**config.mk**
```make
export PLATFORM = sky130hd
export DESIGN_NAME = key_move_conditioner
export DESIGN_NICKNAME = d
export VERILOG_FILES = /design/src/rtl/maze_pkg.sv /design/src/rtl/key_debounce.sv /design/src/rtl/key_move_conditioner.sv
export SDC_FILE = /design/constraint.sdc
export NUM_CORES = 1
export LEC_CHECK = 0
export ABC_CLOCK_PERIOD_IN_PS = 2350
export BUFFER_PORTS_ARGS = -buffer_cell sky130_fd_sc_hd__clkbuf_2
export CAP_MARGIN = 20
export CORE_ASPECT_RATIO = 2
export CORE_MARGIN = 1
export CORE_UTILIZATION = 35
export CTS_CLUSTER_DIAMETER = 200
export DETAILED_ROUTE_END_ITERATION = 16
export PLACE_DENSITY = 0.5
export SLEW_MARGIN = 5
export SYNTH_ARGS = -nofsm -noshare
export SYNTH_HDL_FRONTEND = slang
export SYNTH_SLANG_ARGS = --single-unit
export TNS_END_PERCENT = 5
```
**constraint.sdc**
```tcl
create_clock -name clk -period 2.35 [get_ports clk]
set_input_delay 0.47 -clock clk [delete_from_list [all_inputs] [get_ports clk]]
set_output_delay 0.47 -clock clk [all_outputs]
set_load 0.02 [all_outputs]
```
**src/rtl/maze_pkg.sv**
```systemverilog
// Shared definitions for the maze front end: move direction encoding,
// push-button bit positions and the auto-repeat state type.
package maze_pkg;

    typedef enum logic [1:0] {
        LEFT  = 2'd0,
        RIGHT = 2'd1,
        UP    = 2'd2,
        DOWN  = 2'd3
    } dir_t;

    localparam int KEY_LEFT  = 3;
    localparam int KEY_RIGHT = 2;
    localparam int KEY_UP    = 1;
    localparam int KEY_DOWN  = 0;

    typedef enum logic [1:0] {
        RPT_IDLE   = 2'd0,
        RPT_DELAY  = 2'd1,
        RPT_REPEAT = 2'd2
    } rpt_state_t;

    // Picks the highest-priority direction in a mask indexed by dir_t;
    // left is bit 0, so the lowest set bit wins.
    function automatic dir_t highest_dir(input logic [3:0] mask);
        dir_t d;
        d = LEFT;
        if (mask[LEFT])       d = LEFT;
        else if (mask[RIGHT]) d = RIGHT;
        else if (mask[UP])    d = UP;
        else if (mask[DOWN])  d = DOWN;
        return d;
    endfunction

endpackage

```
**src/rtl/key_debounce.sv**
```systemverilog
// One push-button channel: two-flop synchroniser, mismatch-run debouncer
// and a single-cycle press pulse when the debounced state goes pressed.
module key_debounce #(
    parameter int DEBOUNCE_CYCLES = 500000,
    parameter int CNT_W           = 25
) (
    input  logic clk,
    input  logic reset,
    input  logic key_n,
    output logic held,
    output logic press
);

    localparam logic [CNT_W-1:0] CNT_LAST = CNT_W'(DEBOUNCE_CYCLES - 1);

    logic             sync_a;
    logic             sync_b;
    logic             pressed;
    logic             stable;
    logic [CNT_W-1:0] count;

    // Bring the asynchronous button into the clock domain; reset to released.
    always_ff @(posedge clk) begin
        if (reset) begin
            sync_a <= 1'b1;
            sync_b <= 1'b1;
        end else begin
            sync_a <= key_n;
            sync_b <= sync_a;
        end
    end

    assign pressed = ~sync_b;

    // Flip the stable state only after an unbroken run of disagreeing samples.
    always_ff @(posedge clk) begin
        if (reset) begin
            stable <= 1'b0;
            count  <= '0;
            press  <= 1'b0;
        end else begin
            press <= 1'b0;
            if (pressed == stable) begin
                count <= '0;
            end else if (count == CNT_LAST) begin
                stable <= pressed;
                count  <= '0;
                press  <= pressed;
            end else begin
                count <= count + CNT_W'(1);
            end
        end
    end

    assign held = stable;

endmodule

```
**src/rtl/key_move_conditioner.sv**
```systemverilog
// Turns four raw active-low buttons into one-at-a-time move tokens on a
// valid/ready handshake. Define AUTOREPEAT_EN to add typematic repeat of
// the most recently pressed direction.
module key_move_conditioner #(
    parameter int DEBOUNCE_CYCLES = 500000,
    parameter int REPEAT_DELAY    = 25000000,
    parameter int REPEAT_PERIOD   = 5000000,
    parameter int CNT_W           = 25
) (
    input  logic       clk,
    input  logic       reset,
    input  logic [3:0] key_n,
    output logic       move_valid,
    output logic [1:0] move_dir,
    input  logic       move_ready,
    output logic [3:0] held
);

    import maze_pkg::*;

    localparam int MAX_A   = (DEBOUNCE_CYCLES > REPEAT_DELAY) ? DEBOUNCE_CYCLES : REPEAT_DELAY;
    localparam int MAX_CNT = (MAX_A > REPEAT_PERIOD) ? MAX_A : REPEAT_PERIOD;

    if (MAX_CNT > (2 ** CNT_W)) begin : g_cnt_w_too_small
        $error("CNT_W too narrow for the configured cycle counts");
    end

    logic [3:0] press_key;
    logic [3:0] press_dir;
    logic [3:0] repeat_set;
    logic [3:0] pending;
    logic [3:0] clear_mask;
    logic       stall_q;
    dir_t       dir_q;
    dir_t       cur_dir;
    logic       transfer;

    for (genvar k = 0; k < 4; k++) begin : g_key
        key_debounce #(
            .DEBOUNCE_CYCLES(DEBOUNCE_CYCLES),
            .CNT_W          (CNT_W)
        ) u_debounce (
            .clk  (clk),
            .reset(reset),
            .key_n(key_n[k]),
            .held (held[k]),
            .press(press_key[k])
        );
    end

    // Reorder press pulses from button positions into direction positions.
    always_comb begin
        press_dir        = '0;
        press_dir[LEFT]  = press_key[KEY_LEFT];
        press_dir[RIGHT] = press_key[KEY_RIGHT];
        press_dir[UP]    = press_key[KEY_UP];
        press_dir[DOWN]  = press_key[KEY_DOWN];
    end

`ifdef AUTOREPEAT_EN
    localparam logic [CNT_W-1:0] DELAY_LAST  = CNT_W'(REPEAT_DELAY - 1);
    localparam logic [CNT_W-1:0] PERIOD_LAST = CNT_W'(REPEAT_PERIOD - 1);

    logic [3:0]       held_dir;
    rpt_state_t       state_q;
    rpt_state_t       state_d;
    dir_t             rep_dir_q;
    dir_t             rep_dir_d;
    logic [CNT_W-1:0] timer_q;
    logic [CNT_W-1:0] timer_d;

    // Debounced held state reordered into direction positions.
    always_comb begin
        held_dir        = '0;
        held_dir[LEFT]  = held[KEY_LEFT];
        held_dir[RIGHT] = held[KEY_RIGHT];
        held_dir[UP]    = held[KEY_UP];
        held_dir[DOWN]  = held[KEY_DOWN];
    end

    // Repeat FSM state, target direction and timer registers.
    always_ff @(posedge clk) begin
        if (reset) begin
            state_q   <= RPT_IDLE;
            rep_dir_q <= LEFT;
            timer_q   <= '0;
        end else begin
            state_q   <= state_d;
            rep_dir_q <= rep_dir_d;
            timer_q   <= timer_d;
        end
    end

    // Any fresh press retargets; otherwise time out delay/period or drop on release.
    always_comb begin
        state_d   = state_q;
        rep_dir_d = rep_dir_q;
        timer_d   = timer_q;
        if (|press_dir) begin
            state_d   = RPT_DELAY;
            rep_dir_d = highest_dir(press_dir);
            timer_d   = '0;
        end else begin
            case (state_q)
                RPT_DELAY: begin
                    if (!held_dir[rep_dir_q]) begin
                        state_d = RPT_IDLE;
                        timer_d = '0;
                    end else if (timer_q == DELAY_LAST) begin
                        state_d = RPT_REPEAT;
                        timer_d = '0;
                    end else begin
                        timer_d = timer_q + CNT_W'(1);
                    end
                end
                RPT_REPEAT: begin
                    if (!held_dir[rep_dir_q]) begin
                        state_d = RPT_IDLE;
                        timer_d = '0;
                    end else if (timer_q == PERIOD_LAST) begin
                        timer_d = '0;
                    end else begin
                        timer_d = timer_q + CNT_W'(1);
                    end
                end
                default: begin
                    state_d = RPT_IDLE;
                    timer_d = '0;
                end
            endcase
        end
    end

    // Raise a repeat request whenever the active timer expires on a held key.
    always_comb begin
        repeat_set = '0;
        if (!(|press_dir) && held_dir[rep_dir_q]) begin
            if ((state_q == RPT_DELAY && timer_q == DELAY_LAST) ||
                (state_q == RPT_REPEAT && timer_q == PERIOD_LAST)) begin
                repeat_set[rep_dir_q] = 1'b1;
            end
        end
    end
`else
    assign repeat_set = '0;
`endif

    assign move_valid = |pending;
    assign transfer   = move_valid & move_ready;

    // Present the locked direction while stalled, otherwise the best pending one.
    always_comb begin
        cur_dir = stall_q ? dir_q : highest_dir(pending);
    end

    assign move_dir = cur_dir;

    // Only the direction actually handed over is retired.
    always_comb begin
        clear_mask = '0;
        if (transfer) begin
            clear_mask[cur_dir] = 1'b1;
        end
    end

    // Saturating request bits (set beats clear) plus the stall lock.
    always_ff @(posedge clk) begin
        if (reset) begin
            pending <= '0;
            stall_q <= 1'b0;
            dir_q   <= LEFT;
        end else begin
            pending <= (pending & ~clear_mask) | press_dir | repeat_set;
            stall_q <= move_valid & ~move_ready;
            dir_q   <= cur_dir;
        end
    end

endmodule

```
### Yosys cells after proc, flatten, opt, wreduce, memory -nomap -nowiden

Cells that the tools add are included.
Widths: inputs -> output; s select.

* bits in registers: 123
* bits of input ports: 7
* output and inout bits: 7

* $add $sub $neg: 4
* $lt $le $gt $ge: 2
* equal/unequal tests: 8
* multiplexer cells: 8
* bitwise operators: 18
* reductions and logical operators: 14

Operators with widths (number)
* $add 25x1->25 const B: 4
* $eq 25x19->1 const B: 4
* $reduce_or 3->1: 8
* $not 1->1: 13
* $mux 2: 5
* $reduce_and 2->1: 4
* $and 4x4->4: 1
* $eq 1x1->1: 4
* $mux 4: 1
* $not 4->4: 1
* $or 4x4->4: 1
* $reduce_or 4->1: 1
* $lt 2x3->1 const B: 1
* $and 1x1->1: 2
* $demux 1 s2: 1
* $ge 2x1->1 const B: 1
* $logic_and 1x1->1: 1
* $mux 1: 1

### Longest topological paths before layout

* word-level depth: 13
* gate-level depth with buffers: 7
* depth with buffers taken out: 5

### By module

Synthesis repeated with hierarchy kept, for this count alone.

* cells, all modules: 626
* area total of the unflattened synthesis: 5460.2 um^2

By module, submodules not included
* key_debounce: instances 4, cells an instance 148, area each 1291.2 um^2
* key_move_conditioner: instances 1, cells an instance 34, area each 295.3 um^2

### Worst setup path before layout

OpenSTA, ideal clock, no wires.

* kind: register -> register
* start: register g_key[3].u_debounce.count[0]
* end: register g_key[3].u_debounce.count[24]
* library setup time: 71 ps
* data arrival time: 1930 ps
* required time: 2279 ps
* slack: 349 ps
* cell stages (with the launch flop): 7
* path buffers: 1
* path through: dfxtp_1 ha_1 nand4_2 or4_1 buf_2 or4_1 a21oi_1

* longest elaborated chain between the ends: 2

RTL lines
* start, declared: RTL line key_debounce.sv:20 `logic [CNT_W-1:0] count;`
* start signal, assigned: RTL line key_debounce.sv:50 `count <= count + CNT_W'(1);`
* branches (longest 2 deep; another with $add 25x1->25)

Several ways; the timed one is not identified.
A chain may end at the register's enable or synchronous reset.

### Worst setup path in the final report

* start: register g_key[3].u_debounce.count[0]
* end: register g_key[3].u_debounce.count[22]

Same word-level chain as after synthesis.

==> impl_metrics.toml <==
[status]
status = "finished clean"

[floorplanning]
die_x_um = 90.0
dieArea_mm2 = 0.0160
coreArea_mm2 = 0.0152
num_io_pins = 14
rows = 64
die_h_um = 178
initial_utilization_pct = 35.6

[sta]
relSlewSlack_pct = 62.5
period_needed_ns = 2.14
clock_skew_ns = 0.0110
min_period_over_period_pct = 91.0
worst_slew_pin_slew_ns = 0.562
fin_setup_tns_ns = 0
finalHoldViolCount = 0
max_freq_mhz = 468
grt_setup_unrepaired = "false"
drv_slew = 0
setup_viol = 0
timing.final.ws_setup_ns = 0.211

[critical_path]
crit_slowest_cell = "or4_1"
endpoint_kind = "flip-flop"
crit_chain = "ha_1, nand4_2, or4_1, buf_4, or3_1, a21oi_1"
worstPathMaxFanout = 6
critPathTopFamily = "simple AND/OR/NAND/NOR gates"
crit_arrival_ns = 2.47
crit_buf_inv = 1
critPathKind = "reg2reg"
critPathLaunchType = "flip-flop"
crit_path_max_incr_delay_ns = 0.63
worstPathRequired_ns = 2.69

[clock_network]
clock-sinks = 123
cts_tree = "yes"
cts_resized = 0
clockRootBuffer = "clkbuf_16"
clockBufferDepth = 2
cts_buffers = 17
htreeDepth = 4
post_cts_buffers = 0
clk_latency_ns = 0.41
ctsHoldBuffers = 0
clk_pin_slew_ns = 0.06

[synthesis]
synth.top_cells.by_area = "dfxtp_1, nor2_1, a21oi_1"
synth.cell_area_mm2 = 0.00542
async_reset_ff_share_pct = 0
syn_nets = 637
syn-instance-count = 626
seq_area_frac_synth_pct = 45.4
synth_flop_cell = "dfxtp_1"
ys_ff_latch = 123
synth_edf_count = 0
yosys_warnings = 0
netlist-cell-type-count = 38
yosysTopAreaCellShare_pct = 45.4
syn_avg_cell_area_um2 = 8.66
yosysTopAreaCell = "dfxtp_1"

[global_route]
grt_pass1_vias = 4506
grt_max_degree = 28
antenna_found_initial = 0
overflow = 0
grt_usage_pct = 15.9
grt_first_pass_wirelength_mm = 20.5

[layout]
area_delta_synth_final_pct = 16.9
multiInputGateArea_mm2 = 0.00276
diodes = 0
fin_area_mm2 = 0.00633
fillers = 1558
drive_gt1_share_pct = 11.3
seq_area_mm2 = 0.00246
final_nets = 653

[route]
drt-initial-drc-count = 107
routed_wl_mm = 11.6
drt_drc_violations_left = 0
ant_nets = 0
vias = 4537
drtPass1Iterations = 4
vias_per_cell = 5.32
wire_per_inst_um = 13.6

[placement]
dpl.hpwl_mm = 8.31
placed_area_mm2 = 0.00571
preCtsSetupSlack_ns = 0.222
port_buffers = 13
place_congestion = 0.735

[worst_hold_path]
hp-class = "in2reg"

[power_and_ir_drop]
pwr_density_cell_mw_per_mm2 = 767
ir_drop_uv = 481
p_leak_uw = 0.00190

[job]
drv_cap = 0
==> through the flow <==
| stage | hold WS (ns) | total power [uW] | utilization [%] | std cells |
|---|---|---|---|---|
| final | 0.243 | 4860 | 41.6 | 853 |
| after global routing | 0.233 | 5030 | 41.6 | 853 |
| after global placement | 0.397 | 2180 | 37.5 | 821 |
| after detailed placement | 0.396 | 2190 | 37.5 | 821 |
| after CTS | 0.229 | 4910 | 41.6 | 853 |
| after floorplan | 0.389 | 2170 | - | 626 |
==> synth_stat cells (all sizes together), types with 5 or more instances <==
library cell,count
a21oi,50
and2,5
and4,15
buf,8
clkbuf,22
dfxtp,123
inv,19
nand2,34
nand3,37
nand4,25
nor2,68
nor3,9
nor4,18
o21ai,23
o31ai,25
or2,11
or3,26
or4,27
xnor2,24
xor2,28
==> layout make-up <==
type / count / area share, %
clock buffer: 22 / 7.65
tap: 198 / 3.91
sequential: 123 / 38.9
timing repair buffer: 27 / 2.69
multi-input combinational: 454 / 43.6
clock inverter: 10 / 2.17
inverter: 19 / 1.13
==> state kept, by name, indices dropped and copies added (netlist names) <==
name,count
g_key.u_debounce.press,4
g_key.u_debounce.held,4
dir_q,2
pending,4
g_key.u_debounce.sync_a,4
g_key.u_debounce.sync_b,4
g_key.u_debounce.count,100
stall_q,1
==> metal layers <==
metal | vias to the layer above | GRT usage [%] | share of wire [%]
li1 | 2310 | - | -
met1 | 2176 | 15.8 | 41
met2 | 39 | 31.2 | 56
met3 | 12 | 3.75 | 1.8
met4 | 0 | 6.45 | 1.7
met5 | - | 0 | 0
==> worst reg2reg max path, cell delays in order (launching register included) <==
cell,delay [ns]
dfxtp_1,0.38
ha_1,0.24
nand4_2,0.13
or4_1,0.63
buf_4,0.19
or3_1,0.34
a21oi_1,0.15
==> path summary, 6_finish.rpt <==
kind	startpoint	endpoint	slack, ns	cells past startpoint
setup / recovery	g_key[3].u_debounce.count[0]	g_key[3].u_debounce.count[22]	0.21	6
hold / removal	key_n[2]	g_key[2].u_debounce.sync_a	0.24	2
setup reg to reg	g_key[3].u_debounce.count[0]	g_key[3].u_debounce.count[22]	0.21	6
hold reg to reg	g_key[2].u_debounce.sync_a	g_key[2].u_debounce.sync_b	0.41	1
==> layout by cell type, fill, tap and decap left out, types with 2 or more instances in the layout <==
cell type	n
nand4_1	22
nand3_1	37
or2_2	11
and2_1	5
a211o_1	2
nand4_2	3
buf_4	14
a311oi_1	4
or4_1	27
nor4b_1	4
xor2_1	28
o31ai_1	24
and4_1	15
dfxtp_1	123
nor2b_1	4
clkbuf_2	13
clkbuf_16	17
o21ai_0	22
clkinvlp_4	2
or3_1	25
nor4_1	18
nand2_1	34
inv_1	19
a21oi_1	50
ha_1	4
bufinv_16	3
clkbuf_8	4
nor3_1	9
clkinv_2	3
xnor2_1	24
nor2_1	68
and3_1	4
==> where the power goes <==
group	leakage [uW]	internal, uW	total, uW	switching (uW)
sequential	0.000992	2090	2100	5.39
clock	0.000303	1780	2720	937
combinational	0.000606	14.2	39.9	25.7
==> logic make-up (layout without fill, tap and decap cells) <==
| kind of cell | count (synthesis) | count (layout) | share of synthesized area (%) |
|---|---|---|---|
| compound gates | 107 | 107 | 11.6 |
| xor+xnor | 52 | 52 | 8.40 |
| fa+ha+maj | 4 | 4 | 0.923 |
| buf+inv | 49 | 78 | 3.74 |
| flops | 123 | 123 | 45.4 |
| simple gates | 291 | 291 | 29.9 |
(Power assumes the default switching activity.)
